==> src/rtl/dmem_arbiter.sv <==
// Two-master data-memory arbiter: round-robin grant, one outstanding bus access,
// timeout abort with error pulse, and registered per-master read data.
//   state | meaning
//   IDLE  | waiting for a request; grant and latch the winner's access
//   BUSY  | access on the bus, waiting for bus_ready or timeout
//   DONE  | one-cycle completion: ack the granted master, flag abort
module dmem_arbiter #(
    parameter int TIMEOUT = 15
) (
    input  logic        clk,
    input  logic        reset_b,
    input  logic        m0_req,
    input  logic        m0_we,
    input  logic [31:0] m0_addr,
    input  logic [31:0] m0_wdata,
    output logic [31:0] m0_rdata,
    output logic        m0_ack,
    input  logic        m1_req,
    input  logic        m1_we,
    input  logic [31:0] m1_addr,
    input  logic [31:0] m1_wdata,
    output logic [31:0] m1_rdata,
    output logic        m1_ack,
    output logic        cpu_stall,
    output logic        bus_en,
    output logic        bus_we,
    output logic [31:0] bus_addr,
    output logic [31:0] bus_wdata,
    input  logic [31:0] bus_rdata,
    input  logic        bus_ready,
    output logic        bus_err
);

    localparam int CW = (TIMEOUT > 2) ? $clog2(TIMEOUT) : 1;

    typedef enum logic [1:0] {
        IDLE = 2'd0,
        BUSY = 2'd1,
        DONE = 2'd2
    } state_t;

    state_t          state;
    state_t          state_nxt;
    logic [CW-1:0]   cnt;
    logic            last_grant;
    logic            grant;
    logic            any_req;
    logic            pick_m1;
    logic            tmo;
    logic            finish;
    logic            en_d;
    logic            we_d;
    logic            ack0_d;
    logic            ack1_d;
    logic            err_d;
    logic [31:0]     rdata_d;

    assign any_req = m0_req | m1_req;
    // On a tie the master that did not win last time gets the bus.
    assign pick_m1 = m1_req & (~m0_req | ~last_grant);
    assign tmo     = (cnt == CW'(TIMEOUT - 1));
    assign finish  = bus_ready | tmo;
    assign rdata_d = bus_ready ? bus_rdata : 32'h0000_0000;

    assign cpu_stall = m0_req & ~m0_ack;

    always_ff @(posedge clk or negedge reset_b) begin
        if (!reset_b) begin
            state <= IDLE;
        end else begin
            state <= state_nxt;
        end
    end

    always_comb begin
        state_nxt = state;
        case (state)
            IDLE:    if (any_req) state_nxt = BUSY;
            BUSY:    if (finish)  state_nxt = DONE;
            DONE:    state_nxt = IDLE;
            default: state_nxt = IDLE;
        endcase
    end

    // Next values of the registered bus and handshake outputs.
    always_comb begin
        en_d   = 1'b0;
        we_d   = 1'b0;
        ack0_d = 1'b0;
        ack1_d = 1'b0;
        err_d  = 1'b0;
        case (state)
            IDLE: begin
                if (any_req) begin
                    en_d = 1'b1;
                    we_d = pick_m1 ? m1_we : m0_we;
                end
            end
            BUSY: begin
                if (finish) begin
                    ack0_d = ~grant;
                    ack1_d = grant;
                    err_d  = ~bus_ready;
                end else begin
                    en_d = 1'b1;
                    we_d = bus_we;
                end
            end
            default: ;
        endcase
    end

    always_ff @(posedge clk or negedge reset_b) begin
        if (!reset_b) begin
            bus_en     <= 1'b0;
            bus_we     <= 1'b0;
            m0_ack     <= 1'b0;
            m1_ack     <= 1'b0;
            bus_err    <= 1'b0;
            bus_addr   <= 32'h0;
            bus_wdata  <= 32'h0;
            m0_rdata   <= 32'h0;
            m1_rdata   <= 32'h0;
            cnt        <= '0;
            grant      <= 1'b0;
            last_grant <= 1'b1;
        end else begin
            bus_en  <= en_d;
            bus_we  <= we_d;
            m0_ack  <= ack0_d;
            m1_ack  <= ack1_d;
            bus_err <= err_d;
            if (state == IDLE && any_req) begin
                grant      <= pick_m1;
                last_grant <= pick_m1;
                bus_addr   <= pick_m1 ? m1_addr  : m0_addr;
                bus_wdata  <= pick_m1 ? m1_wdata : m0_wdata;
                cnt        <= '0;
            end
            if (state == BUSY) begin
                if (!finish) begin
                    cnt <= cnt + CW'(1);
                end else if (!bus_we) begin
                    if (grant) m1_rdata <= rdata_d;
                    else       m0_rdata <= rdata_d;
                end
            end
        end
    end

endmodule

==> config.mk <==
export PLATFORM = sky130hd
export DESIGN_NAME = dmem_arbiter
export DESIGN_NICKNAME = d
export VERILOG_FILES = /design/src/rtl/dmem_arbiter.sv
export SDC_FILE = /design/constraint.sdc
export NUM_CORES = 1
export LEC_CHECK = 0
export BUFFER_PORTS_ARGS = -buffer_cell sky130_fd_sc_hd__buf_2
export CAP_MARGIN = 20
export CORE_MARGIN = 5
export CORE_UTILIZATION = 35
export DETAILED_ROUTE_END_ITERATION = 10
export GPL_ROUTABILITY_DRIVEN = 0
export PLACE_DENSITY = 0.64
export SLEW_MARGIN = 20
export SYNTH_ARGS = -nofsm -noshare
export SYNTH_HDL_FRONTEND = slang
export SYNTH_SLANG_ARGS = --single-unit
==> constraint.sdc <==
create_clock -name clk -period 3.4 [get_ports clk]
set_input_delay 0.68 -clock clk [delete_from_list [all_inputs] [get_ports clk]]
set_output_delay 0.68 -clock clk [all_outputs]
set_load 0.01 [all_outputs]
# Yosys cells after proc, flatten, opt, wreduce, memory -nomap -nowiden
# Index checks and enable logic that the tools add are counted.
[word_totals]
output_inout_bits = 134
ff_bits = 141
in_bits = 167
[classes]
bitwise_logic = 11
eq_ne = 4
mux = 22
add_sub_neg = 1
n_reduce_logical = 5
[ops]
columns = ["cell", "count"]
rows = [
  ["32-bit two-way mux", 3],
  ["4-bit two-way mux", 3],
  ["1-bit two-way mux", 11],
  ["4-bit AND reduction", 2],
  ["1-bit inverter", 6],
  ["4-bit by 1-bit adder with 4-bit output (second input constant)", 1],
  ["4-bit equality test (second input constant)", 1],
  ["2-bit two-way mux", 2],
  ["2-bit != test (second input constant)", 2],
  ["1-bit case mux with 2 select lines", 2],
  ["2-bit case mux with 2 select lines", 1],
  ["1-bit bitwise OR", 3],
  ["1-bit bitwise AND", 2],
  ["2-bit by 1-bit equality test with 1-bit output (second input constant)", 1],
  ["2-bit zero test", 1],
  ["2-bit AND reduction", 1],
  ["1-bit logical AND", 1],
]

# Depth between registers and ports, before layout
# Gate-level depths: netlist of the first run.
[depth]
word_depth = 6
mapped_depth = 7
ltp_nobuf = 5

# Worst setup path after synthesis of the first run
# OpenSTA, ideal clock, no wires.
[synth_timing]
path_kind = "input port to flip-flop"
from = "in m1_req"
to = "reg bus_addr[0]"
arrival_time_ps = 1960
required_ps = 3275
path_slack_ps = 1315
path_stages = 5
path_cell_list = "a21boi_0 -> buf_2 -> buf_2 -> mux2_2 -> mux2_2"
[synth_between]
elab_chain_len = 2
elab_cells_between_ends = 4
cone_classes = "1 x mux; 2 x bitwise; 1 x reduce/logical"
[synth_rtl]
columns = ["element", "line_no", "rtl"]
rows = [
  ["from (decl)", "18", "input logic m1_req,"],
  ["1-bit bitwise AND / 1-bit bitwise OR (equally long branches)", "60, 58", ""],
  ["32-bit two-way mux / 1-bit logical AND (equally long branches)", "136, 133", ""],
  ["to (signal assigned)", "136", "bus_addr <= pick_m1 ? m1_addr : m0_addr;"],
  ["to (decl)", "27", "output logic [31:0] bus_addr,"],
]
# Several ways; a longest one is shown, not always the timed one.
# A chain may end at the register's enable or synchronous reset.

# Worst setup path after layout of the first run
[layout_timing]
from = "reg cnt[0]"
to = "reg m1_rdata[11]"
[layout_between]
elab_chain_len = 3
[layout_rtl]
columns = ["element", "line_no", "rtl"]
rows = [
  ["from (decl)", "44", "logic [CW-1:0] cnt;"],
  ["from (signal assigned)", "142", "cnt <= cnt + CW'(1);"],
  ["4-bit equality test", "61", "assign tmo = (cnt == CW'(TIMEOUT - 1));"],
  ["1-bit bitwise OR", "62", "assign finish = bus_ready | tmo;"],
  ["4-bit AND reduction (no source line)", "-", ""],
  ["to (signal assigned)", "144", "if (grant) m1_rdata <= rdata_d;"],
  ["to (decl)", "22", "output logic [31:0] m1_rdata,"],
]
# No other way between the ends.

==> results.txt, run 1 <==
Clock latency on the worst-skew pair -> 0.41 ns
Clk root buf -> clkbuf_16
Outcome -> completed
Post-DRT Antenna Nets -> 0
Post-layout nets -> 902
CP required -> 3.69 ns
Post-synthesis sequential area ratio -> 54.6%
VDD IR max -> 0.000363 V
Crit-path max FO -> 32
Core Area -> 18,100 um2
Pwr/cell area -> 911 nW/um2
Setup tns final -> 0 ns
Clock-pin slew on the worst setup and hold paths -> 0.06 ns
Yosys reg bits -> 141
Achievable Freq -> 455 MHz
Crit path capture type -> flop
Hold crit path type -> in -> async
Port bufs -> 300
Syn Std Cell Area -> 6460 um2
Drc violations -> 0
DIE WIDTH -> 146 um
Final worst setup slack -> 1.20 ns
Die Y -> 146 um
Slew Viols, Final -> 0
CTS Buffer Depth -> 2
Initial antenna violation count -> 0
# rows -> 49
Die area -> 21,300 um2
Drt total wl -> 17,200 um
Pre-CTS WS -> 1.15 ns
Crit-path slowest cell -> or4b_4
Netlist cell types -> 35
Setup CP Type -> reg -> reg
Post-Syn Nets -> 601
CTS H-Tree Depth -> 4
Final Cycle Share -> 64.7%
Io pins -> 301
RSZ-0062 raised after global routing -> no
Global-route wire length before repair -> 27,900 um
Max cap viols -> 0
Clk sink count -> 141
Slowest stage delay, CP -> 0.84 ns
Post-cts resize count -> 0
Hold Buf Count CTS -> 0
Post-CTS setup buffer count -> 0
Total power -> 8.12 mW
GRT Util Overall -> 16.2%
Min Tclk post-route -> 2.20 ns
Area Growth Syn to Fin -> 37.9%
Share of layout cells above drive strength 1 -> 71.7%
Worst path cell trace -> inv_1, ha_1, a31oi_2, or4b_4, mux2_4
Total grt overflow -> 0
Arr. time, crit path -> 2.49 ns
Setup violators final -> 0
DR vias/cell -> 4.69
Post-Syn Instances -> 432
Drt first pass iters -> 4
Lkg Pwr -> 4.52 nW
CTS tree -> yes
DR WL/cell -> 17.7 um
DPL Wire Length -> 13,300 um
Worst Tran Pin Value -> 0.635 ns
Initial Util -> 35.7%
Vias -> 4,570
Num CTS Buffers -> 17
Mean post-synth cell area -> 15.0 um2
Yosys warns -> 0
Vias in the first global route -> 5,224
DR iter-0 viols -> 166
Setup Skew -> 0.0102 ns
Max-Slew Margin vs Limit -> 57.7%
Pin count of the biggest net entering global routing -> 66
Final hold violations -> 0
Worst Setup Start Kind -> flop
Antenna cells -> 0
-- synth_stat cells --
master,count,area share (%)
or3b_2,1,0.14
or4b_4,1,0.21
dfrtp_1,140,54
and3_2,1,0.12
buf_12,3,0.93
o21ai_0,4,0.31
and2_1,33,3.2
nand2_1,2,0.12
nor2_2,1,0.097
or4_1,1,0.12
o22ai_1,2,0.19
inv_1,2,0.12
nor3_1,1,0.077
a31oi_1,1,0.097
clkbuf_1,7,0.41
o221ai_1,2,0.27
dfstp_2,1,0.41
ha_1,2,0.39
nor2b_1,1,0.097
or3_1,1,0.097
mux2_4,30,7.0
a22o_1,1,0.14
nor2_1,4,0.23
a21oi_1,1,0.077
nand3_1,4,0.31
buf_2,14,1.1
mux2_2,160,28
nand2b_4,1,0.21
mux2i_1,3,0.46
nor3b_1,1,0.12
a21boi_0,1,0.12
buf_6,1,0.17
or2_0,1,0.097
mux2_1,2,0.35
a31oi_2,1,0.19
-- logic make-up (layout without fill, tap and decap cells) --
logic type / after synthesis / after routing / share of synthesized area [%]
muxes: 195 / 195 / 35.7
and+or+nand+nor: 54 / 54 / 5.23
buffers and inverters: 27 / 340 / 2.71
AOI/OAI and AO/OA: 13 / 13 / 1.39
DFF: 141 / 141 / 54.6
adders and majority gates: 2 / 2 / 0.387
-- per-layer routing --
metal / global-route usage, % / routed length (um) / up-vias
met5: 0 / 0 / -
met1: 17.9 / 6620 / 2293
met2: 30.1 / 9530 / 128
met3: 4.24 / 747 / 18
met4: 5.32 / 303 / 0
li1: - / - / 2131
-- registers in the layout (all words and copies together), names as in the netlist, 2 cells and up --
register,count
bus_addr,32
bus_wdata,32
m0_rdata,32
m1_rdata,32
cnt,4
state,2
-- layout make-up --
class                           count  area [um2]
Inverter                            2        7.51
Timing Repair Buffer              307        1600
Sequential cell                   141        3530
Tap cell                          229         287
Clock buffer                       21         460
Fill cell                        1620        9170
Multi-Input combinational cell    264        2770
Clock inverter                     10         258
-- cell usage in the layout, fill, tap and decap left out, types with 2 or more instances in the layout --
cell type and n:
buf_2 299, o22ai_1 2, o21ai_0 4, nand3_1 4, and2_1 33, nor2_1 4, mux2_4 30, nand2_1 2
buf_12 3, mux2_1 2, bufinv_16 8, ha_1 2, clkbuf_16 17, clkbuf_8 2, mux2i_1 3, buf_4 4
clkbuf_1 2, dfrtp_1 140, mux2_2 160, inv_1 2, o221ai_1 2
-- worst max-delay path: cells and delay by family (launching register included) --
kind	cells	cell delay [ns]
flops	1	0.42
buf+inv	1	0.07
simple gates	1	0.84
fa+ha+maj	1	0.20
compound gates	1	0.14
mux	1	0.40
-- report_power, final --
group / switching (mW) / total [mW] / internal [mW]
clock: 0.687 / 2.25 / 1.56
sequential: 0.444 / 2.90 / 2.46
combinational: 1.36 / 2.97 / 1.61
-- through the flow --
stage	cell area (um2)	util (%)	hold WS [ns]	std cells
2_1_floorplan	6460	-	0.384	432
4_1_cts	8910	49.3	0.238	974
6_report	8910	49.3	0.225	974
3_3_place_gp	8200	45.3	0.471	943
5_1_grt	8910	49.3	0.264	974
3_5_place_dp	8200	45.3	0.487	943
-- final timing paths --
kind	end	cells past startpoint	from	slack (ns)
worst max-delay path	m1_rdata[11]	5	cnt[0]	1.20
worst min-delay path	bus_wdata[19]	1	reset_b	0.22
worst max register to register	m1_rdata[11]	5	cnt[0]	1.20
worst min register to register	bus_wdata[23]	1	bus_wdata[23]	0.50
max in group asynchronous	bus_addr[19]	2	reset_b	2.36
min in group clk	bus_wdata[23]	1	bus_wdata[23]	0.50
No activity file was read; power rests on OpenSTA's default activity.
==> inputs of run 2 (changes only) <==
--- a/config.mk
+++ b/config.mk
@@ -5,13 +5,14 @@
 export SDC_FILE = /design/constraint.sdc
 export NUM_CORES = 1
 export LEC_CHECK = 0
+export ABC_AREA = 1
 export BUFFER_PORTS_ARGS = -buffer_cell sky130_fd_sc_hd__buf_2
 export CAP_MARGIN = 20
 export CORE_MARGIN = 5
 export CORE_UTILIZATION = 35
 export DETAILED_ROUTE_END_ITERATION = 10
 export GPL_ROUTABILITY_DRIVEN = 0
-export PLACE_DENSITY = 0.64
+export PLACE_DENSITY = 0.66
 export SLEW_MARGIN = 20
 export SYNTH_ARGS = -nofsm -noshare
 export SYNTH_HDL_FRONTEND = slang
==> constraint.sdc (replaced) <==
create_clock -name clk -period 1.9 [get_ports clk]
set_input_delay 0.38 -clock clk [delete_from_list [all_inputs] [get_ports clk]]
set_output_delay 0.38 -clock clk [all_outputs]
set_load 0.01 [all_outputs]
==> results.txt, run 2 <==
Outcome -> completed (unchanged)
Leading post-synthesis cells by cell area -> dfrtp_1 52%, nand2_1 21%, o211ai_1 7.2% (was dfrtp_1 54%, mux2_2 28%, mux2_4 7.0%)
Die Y -> 149 um (was 146 um)
DR iter-0 viols -> 281 (was 166)
Hold Buf Count CTS -> 1 (was 0)
Num CTS Buffers -> 17 (unchanged)
Post-CTS setup buffer count -> 0 (unchanged)
Register area -> 3530 um2 (unchanged)
Top post-synthesis cells by count -> 369 x nand2_1, 140 x dfrtp_1, 106 x inv_1, 65 x nand4_1, 65 x o211ai_1 (was 160 x mux2_2, 140 x dfrtp_1, 33 x and2_1, 30 x mux2_4, 14 x buf_2)
Share of layout cells above drive strength 1 -> 32.3% (was 71.7%)
DIE WIDTH -> 149 um (was 146 um)
Commonest non-fill, non-tap cell in the layout -> nand2_1 (was buf_2)
Port bufs -> 300 (unchanged)
Async SR Flop Fraction -> 100% (unchanged)
Yosys warns -> 0 (unchanged)
Pwr/cell area -> 1520 nW/um2 (was 911 nW/um2)
Crit-path max FO -> 32 (unchanged)
Total grt overflow -> 0 (unchanged)
CP top delay family -> simple AND/OR/NAND/NOR gates (unchanged)
Count leader, synth -> nand2_1 (was mux2_2)
Multi-input logic area -> 2470 um2 (was 2770 um2)
Syn Std Cell Area -> 6750 um2 (was 6460 um2)
Achievable Freq -> 658 MHz (was 455 MHz)
Yosys reg bits -> 141 (unchanged)
Reg power frac -> 37.0% (was 35.7%)
Top-area cell type share of the netlist area -> 51.9% (was 54.2%)
Vias in the first global route -> 6,407 (was 5,224)
Initial Util -> 35.9% (was 35.7%)
Clock-pin slew on the worst setup and hold paths -> 0.06 ns (about the same)
Setup tns final -> 0 ns (unchanged)
Clock power share -> 23.1% (was 27.7%)
Final Cycle Share -> 80.0% (was 64.7%)
Clk root buf -> clkbuf_16 (unchanged)
Netlist cell types -> 22 (was 35)
Post-DP Area -> 8510 um2 (was 8200 um2)
# rows -> 50 (was 49)
CTS H-Tree Depth -> 4 (unchanged)
Post-cts resize count -> 0 (unchanged)
Arr. time, crit path -> 1.87 ns (was 2.49 ns)
Max cap viols -> 0 (unchanged)
Hold_sp -> m1_wdata[26]
Min Tclk post-route -> 1.52 ns (was 2.20 ns)
Worst path cell trace -> inv_1, ha_1, nand3_2, nand2_2, nand3_2, buf_4, nand2_1, nand2_1 (was inv_1, ha_1, a31oi_2, or4b_4, mux2_4)
Internal power consumption -> 8.28 mW (was 5.64 mW)
Lkg Pwr -> 5.49 nW (was 4.52 nW)
Setup CP Type -> reg -> reg (unchanged)
Area Growth Syn to Fin -> 34.5% (was 37.9%)
Reg-to-Reg End -> m0_rdata[3] (was m1_rdata[11])
Commonest cells after routing, fill and taps aside -> 368 x nand2_1, 299 x buf_2, 140 x dfrtp_1 (was 299 x buf_2, 160 x mux2_2, 140 x dfrtp_1)
Finished Cell Area -> 9080 um2 (was 8910 um2)
Core Area -> 18,800 um2 (was 18,100 um2)
GRT Util Overall -> 19.2% (was 16.2%)
Buf/Inv on CP -> 2 (was 1)
Drt first pass iters -> 4 (unchanged)
Largest area contributor in the netlist -> dfrtp_1 (unchanged)
Post-synth top flop -> dfrtp_1 (unchanged)
Setup violators final -> 0 (unchanged)
Drc violations -> 0 (unchanged)
RR Startpoint -> cnt[0] (unchanged)
Mean post-synth cell area -> 8.12 um2 (was 15.0 um2)
Hold endpoint -> bus_wdata[26]
Crit path capture type -> flop (unchanged)
CTS tree -> yes (unchanged)
Logic pwr share -> 39.9% (was 36.6%)
Final hold violations -> 0 (unchanged)
Die area -> 22,200 um2 (was 21,300 um2)
Post-synth EDFFs -> 0 (unchanged)
Setup Skew -> 0.00989 ns (was 0.0102 ns)
Hold crit path type -> in -> reg (was in -> async)
CP required -> 2.25 ns (was 3.69 ns)
Post-Syn Instances -> 832 (was 432)
CTS Buffer Depth -> 2 (unchanged)
Max-Slew Margin vs Limit -> 69.3% (was 57.7%)
Pin count of the biggest net entering global routing -> 67 (was 66)
Initial antenna violation count -> 9 (was 0)
DPL Wire Length -> 15,900 um (was 13,300 um)
Post-layout nets -> 1,286 (was 902)
Fill count -> 1,843 (was 1,620)
Post-Syn Nets -> 1,001 (was 601)
Clk sink count -> 141 (unchanged)
Slew Viols, Final -> 0 (unchanged)
Slowest stage delay, CP -> 0.40 ns (was 0.84 ns)
Post-synthesis sequential area ratio -> 52.3% (was 54.6%)
R2r worst-path depth -> 8 (was 5)
DR vias/cell -> 4.66 (was 4.69)
Clock latency on the worst-skew pair -> 0.41 ns (about the same)
Worst Setup Start Kind -> flop (unchanged)
Drt total wl -> 21,400 um (was 17,200 um)
Crit-path slowest cell -> dfrtp_1 (was or4b_4)
Post-DRT Antenna Nets -> 0 (unchanged)
Switching power -> 5.53 mW (was 2.49 mW)
Global-route wire length before repair -> 34,000 um (was 27,900 um)
Sw frac -> 40.0% (was 30.6%)
Worst Tran Pin Value -> 0.461 ns (was 0.635 ns)
Io pins -> 301 (unchanged)
RSZ-0062 raised after global routing -> no (unchanged)
DR WL/cell -> 15.4 um (was 17.7 um)
WHS Path Cells -> 3
VDD IR max -> 0.000657 V (was 0.000363 V)
R2r setup slk -> 0.38 ns (was 1.20 ns)
Vias -> 6,480 (was 4,570)
-- run 2: cell count changes after synthesis, moves of 30 or more --
cell      change
and2_1       -33
inv_1       +104
nand4_1      +65
mux2_4       -30
nand2_1     +367
o211ai_1     +65
mux2_2      -160
-- run 2: worst register-to-register path, stage by stage, from the launching register on --
cell	delay, ns
dfrtp_1	0.40
inv_1	0.06
ha_1	0.20
nand3_2	0.11
nand2_2	0.11
nand3_2	0.07
buf_4	0.32
nand2_1	0.11
nand2_1	0.08
-- run 2: cell type report --
cell class / instances / share of cell area, %
Multi-Input combinational cell: 526 / 27.2
Timing Repair Buffer: 323 / 19.6
Antenna cell: 3 / 0.0826
Clock buffer: 21 / 5.18
Tap cell: 260 / 3.58
Sequential cell: 141 / 38.9
Clock inverter: 10 / 1.01
Inverter: 108 / 4.46
-- run 2: power groups by stage --
stage	logic, mW	registers [mW]	clock network, mW
floorplan	2.61	5.64	0
global placement	5.49	5.14	0
detailed placement	5.64	5.09	0
CTS	5.63	5.11	3.27
global route	6.23	5.27	3.37
finish	5.51	5.11	3.19
-- run 2: worst max-delay path by stage --
stage / start / to / slack [ns] / cells past startpoint
final: cnt[0] / m0_rdata[3] / 0.38 / 8
after global routing: cnt[0] / m0_rdata[27] / 0.19 / 8
after CTS: cnt[0] / m0_rdata[3] / 0.35 / 8
after detailed placement: cnt[0] / m0_rdata[11] / 0.38 / 8
after global placement: m0_req / bus_addr[11] / 0.41 / 7
after floorplan: cnt[0] / m0_rdata[10] / 0.59 / 8
-- run 2: per-stage QoR --
| step | utilization (%) | hold WS [ns] | power, mW | instances | setup WS (ns) |
|---|---|---|---|---|---|
| finish | 48.2 | 0.214 | 13.8 | 1392 | 0.380 |
| detailed placement | 45.2 | 0.349 | 10.7 | 1357 | 0.381 |
| global placement | 45.2 | 0.353 | 10.6 | 1357 | 0.415 |
| CTS | 48.2 | 0.192 | 14.0 | 1389 | 0.352 |
| global route | 48.2 | 0.202 | 14.9 | 1392 | 0.192 |
| floorplan | - | 0.0844 | 8.25 | 832 | 0.590 |
-- run 2: per-layer routing --
metal / wire length, um / track usage [%] / share of wire [%]
met5: 56 / 0 / 0.26
met4: 495 / 7.14 / 2.3
met3: 2090 / 7.51 / 9.8
met2: 10300 / 30.5 / 48
met1: 8530 / 23.8 / 40
-- run 2: kinds of logic after synthesis --
kind of cell	Yosys count	synth area share (%)
AND/OR/NAND/NOR	454	28.2
buffers and inverters	165	11.4
flip-flops	141	52.3
AO/OA/AOI/OAI	69	7.58
adder cells (fa/ha/maj)	2	0.371
XOR/XNOR	1	0.130
==> inputs of run 3 (changes only) <==
--- a/config.mk
+++ b/config.mk
@@ -12,7 +12,7 @@
 export CORE_UTILIZATION = 35
 export DETAILED_ROUTE_END_ITERATION = 10
 export GPL_ROUTABILITY_DRIVEN = 0
-export PLACE_DENSITY = 0.66
+export PLACE_DENSITY = 0.63
 export SLEW_MARGIN = 20
 export SYNTH_ARGS = -nofsm -noshare
 export SYNTH_HDL_FRONTEND = slang
==> constraint.sdc (replaced) <==
create_clock -name clk -period 1.59 [get_ports clk]
set_input_delay 0.318 -clock clk [delete_from_list [all_inputs] [get_ports clk]]
set_output_delay 0.318 -clock clk [all_outputs]
set_load 0.01 [all_outputs]
==> results.txt, run 3 (synthesized netlist as in run 2, its figures left out) <==
Outcome -> completed (unchanged)
Commonest non-fill, non-tap cell in the layout -> nand2_1 (unchanged)
Reg power frac -> 34.9% (was 37.0%)
Max cap viols -> 0 (unchanged)
Sw frac -> 38.5% (was 40.0%)
R2r setup slk -> 0.13 ns (was 0.38 ns)
DR WL/cell -> 15.5 um (was 15.4 um)
Clock power share -> 25.3% (was 23.1%)
Reg-to-Reg End -> m0_rdata[22] (was m0_rdata[3])
Setup CP Type -> reg -> reg (unchanged)
Core Area -> 18,800 um2 (unchanged)
Min Tclk post-route -> 1.46 ns (was 1.52 ns)
Die Y -> 149 um (unchanged)
DIE WIDTH -> 149 um (unchanged)
Pre-CTS WS -> -0.00185 ns (was 0.381 ns)
Global-route wire length before repair -> 34,600 um (was 34,000 um)
Clk sink count -> 141 (unchanged)
Vias in the first global route -> 6,357 (was 6,407)
Share of layout cells above drive strength 1 -> 32.8% (was 32.3%)
Area Growth Syn to Fin -> 38.0% (was 34.5%)
End-of-flow core utilization -> 49.5% (was 48.2%)
Num CTS Buffers -> 17 (unchanged)
VDD IR max -> 0.000753 V (was 0.000657 V)
CP Launch Point -> cnt[0] (unchanged)
Internal power consumption -> 10.7 mW (was 8.28 mW)
Final Cycle Share -> 91.7% (was 80.0%)
Arr. time, crit path -> 1.76 ns (was 1.87 ns)
Max-Slew Margin vs Limit -> 66.6% (was 69.3%)
DR vias/cell -> 4.62 (was 4.66)
Fill count -> 1,840 (was 1,843)
Drt first pass iters -> 5 (was 4)
Logic pwr share -> 39.8% (was 39.9%)
Drc violations -> 0 (unchanged)
Worst path cell trace -> inv_1, ha_1, nand3_2, nand2_4, nand3_2, buf_8, nand2_1, nand2_1 (was inv_1, ha_1, nand3_2, nand2_2, nand3_2, buf_4, nand2_1, nand2_1)
Slew Viols, Final -> 0 (unchanged)
R2r worst-path depth -> 8 (unchanged)
CTS Buffer Depth -> 2 (unchanged)
Final worst setup slack -> 0.133 ns (was 0.380 ns)
Final hold violations -> 0 (unchanged)
Io pins -> 301 (unchanged)
Setup violators final -> 0 (unchanged)
Initial Util -> 35.9% (unchanged)
Lkg Pwr -> 5.61 nW (was 5.49 nW)
Pin count of the biggest net entering global routing -> 49 (was 67)
Worst Setup Start Kind -> flop (unchanged)
Hold crit path type -> in -> reg (unchanged)
Achievable Freq -> 686 MHz (was 658 MHz)
DPL Wire Length -> 16,100 um (was 15,900 um)
CTS H-Tree Depth -> 4 (unchanged)
Switching power -> 6.70 mW (was 5.53 mW)
Clock-pin slew on the worst setup and hold paths -> 0.06 ns (about the same)
Post-DRT Antenna Nets -> 0 (unchanged)
GRT Util Overall -> 19.5% (was 19.2%)
DR iter-0 viols -> 304 (was 281)
Initial antenna violation count -> 4 (was 9)
Crit-path slowest cell -> dfrtp_1 (unchanged)
Crit path to -> m0_rdata[22] (was m0_rdata[3])
WHS Path Cells -> 3 (unchanged)
Crit path capture type -> flop (unchanged)
Clk root buf -> clkbuf_16 (unchanged)
RR Startpoint -> cnt[0] (unchanged)
Vias -> 6,455 (was 6,480)
Post-layout nets -> 1,292 (was 1,286)
RSZ-0062 raised after global routing -> no (unchanged)
Crit-path max FO -> 32 (unchanged)
Clock latency on the worst-skew pair -> 0.42 ns (was 0.41 ns)
Commonest cells after routing, fill and taps aside -> 368 x nand2_1, 299 x buf_2, 140 x dfrtp_1 (unchanged)
Drt total wl -> 21,700 um (was 21,400 um)
Worst Tran Pin Value -> 0.500 ns (was 0.461 ns)
Setup Skew -> 0.00579 ns (was 0.00989 ns)
CP required -> 1.89 ns (was 2.25 ns)
# rows -> 50 (unchanged)
Slowest stage delay, CP -> 0.41 ns (was 0.40 ns)
Pwr/cell area -> 1870 nW/um2 (was 1520 nW/um2)
Die area -> 22,200 um2 (unchanged)
Total grt overflow -> 0 (unchanged)
CTS tree -> yes (unchanged)
Port bufs -> 300 (unchanged)
==> run 3: how the worst min path moves through the flow <==
stage	start	endpoint	slack (ns)
after floorplan	reset_b	bus_addr[0]	0.02
after global placement	reset_b	m1_rdata[16]	0.27
after detailed placement	reset_b	m1_rdata[18]	0.27
after CTS	m1_wdata[18]	bus_wdata[18]	0.13
after global routing	m1_we	bus_we	0.13
final	m1_wdata[18]	bus_wdata[18]	0.14
==> run 3: final cells by class <==
type	count	area, um2	share of cell area [%]
Inverter	108	405	4.35
Sequential cell	141	3530	37.9
Clock buffer	18	439	4.71
Timing Repair Buffer	329	1920	20.6
Tap cell	260	325	3.49
Antenna cell	2	5.00	0.0537
Multi-Input combinational cell	526	2480	26.6
Clock inverter	14	215	2.31
==> run 3: timing repair <==
action | 4_1_cts | 5_1_grt
resized for setup | 1 | 2
buffers inserted | 0 | 3
pin swaps | 0 | 1
endpoints found under the hold margin | 36 | 0
setup endpoints to repair | 18 | 41
hold buffers | 1 | 0
==> run 3: critical path: cells and delay by family (launching register included) <==
kind	cells	cell delay, ns
adder cells (fa/ha/maj)	1	0.15
buffers and inverters	2	0.26
AND/OR/NAND/NOR	5	0.51
flip-flops	1	0.41
==> run 3: per-layer routing <==
metal | wire length (um) | track usage [%]
met2 | 10100 | 30.8
met4 | 342 | 5.26
met1 | 9160 | 25.1
met5 | 21 | 0
met3 | 2050 | 7.87
==> run 3: metrics by stage <==
step,instance area (um2),TNS (ns),cells,total power [mW],hold WS (ns)
final,9320,0,1398,17.4,0.144
after global routing,9320,0,1397,18.7,0.129
after CTS,9280,0,1393,17.6,0.127
after detailed placement,8620,-0.00185,1360,13.1,0.267
after global placement,8620,0,1360,13.0,0.266
after floorplan,6750,0,832,9.85,0.0224
==> run 3: power by group through the flow <==
stage	sequential [mW]	clock, mW	combinational (mW)
6_report	6.07	4.40	6.93
5_1_grt	6.27	4.68	7.76
4_1_cts	6.08	4.50	7.02
3_5_place_dp	6.06	0	7.04
3_3_place_gp	6.13	0	6.86
2_1_floorplan	6.74	0	3.12
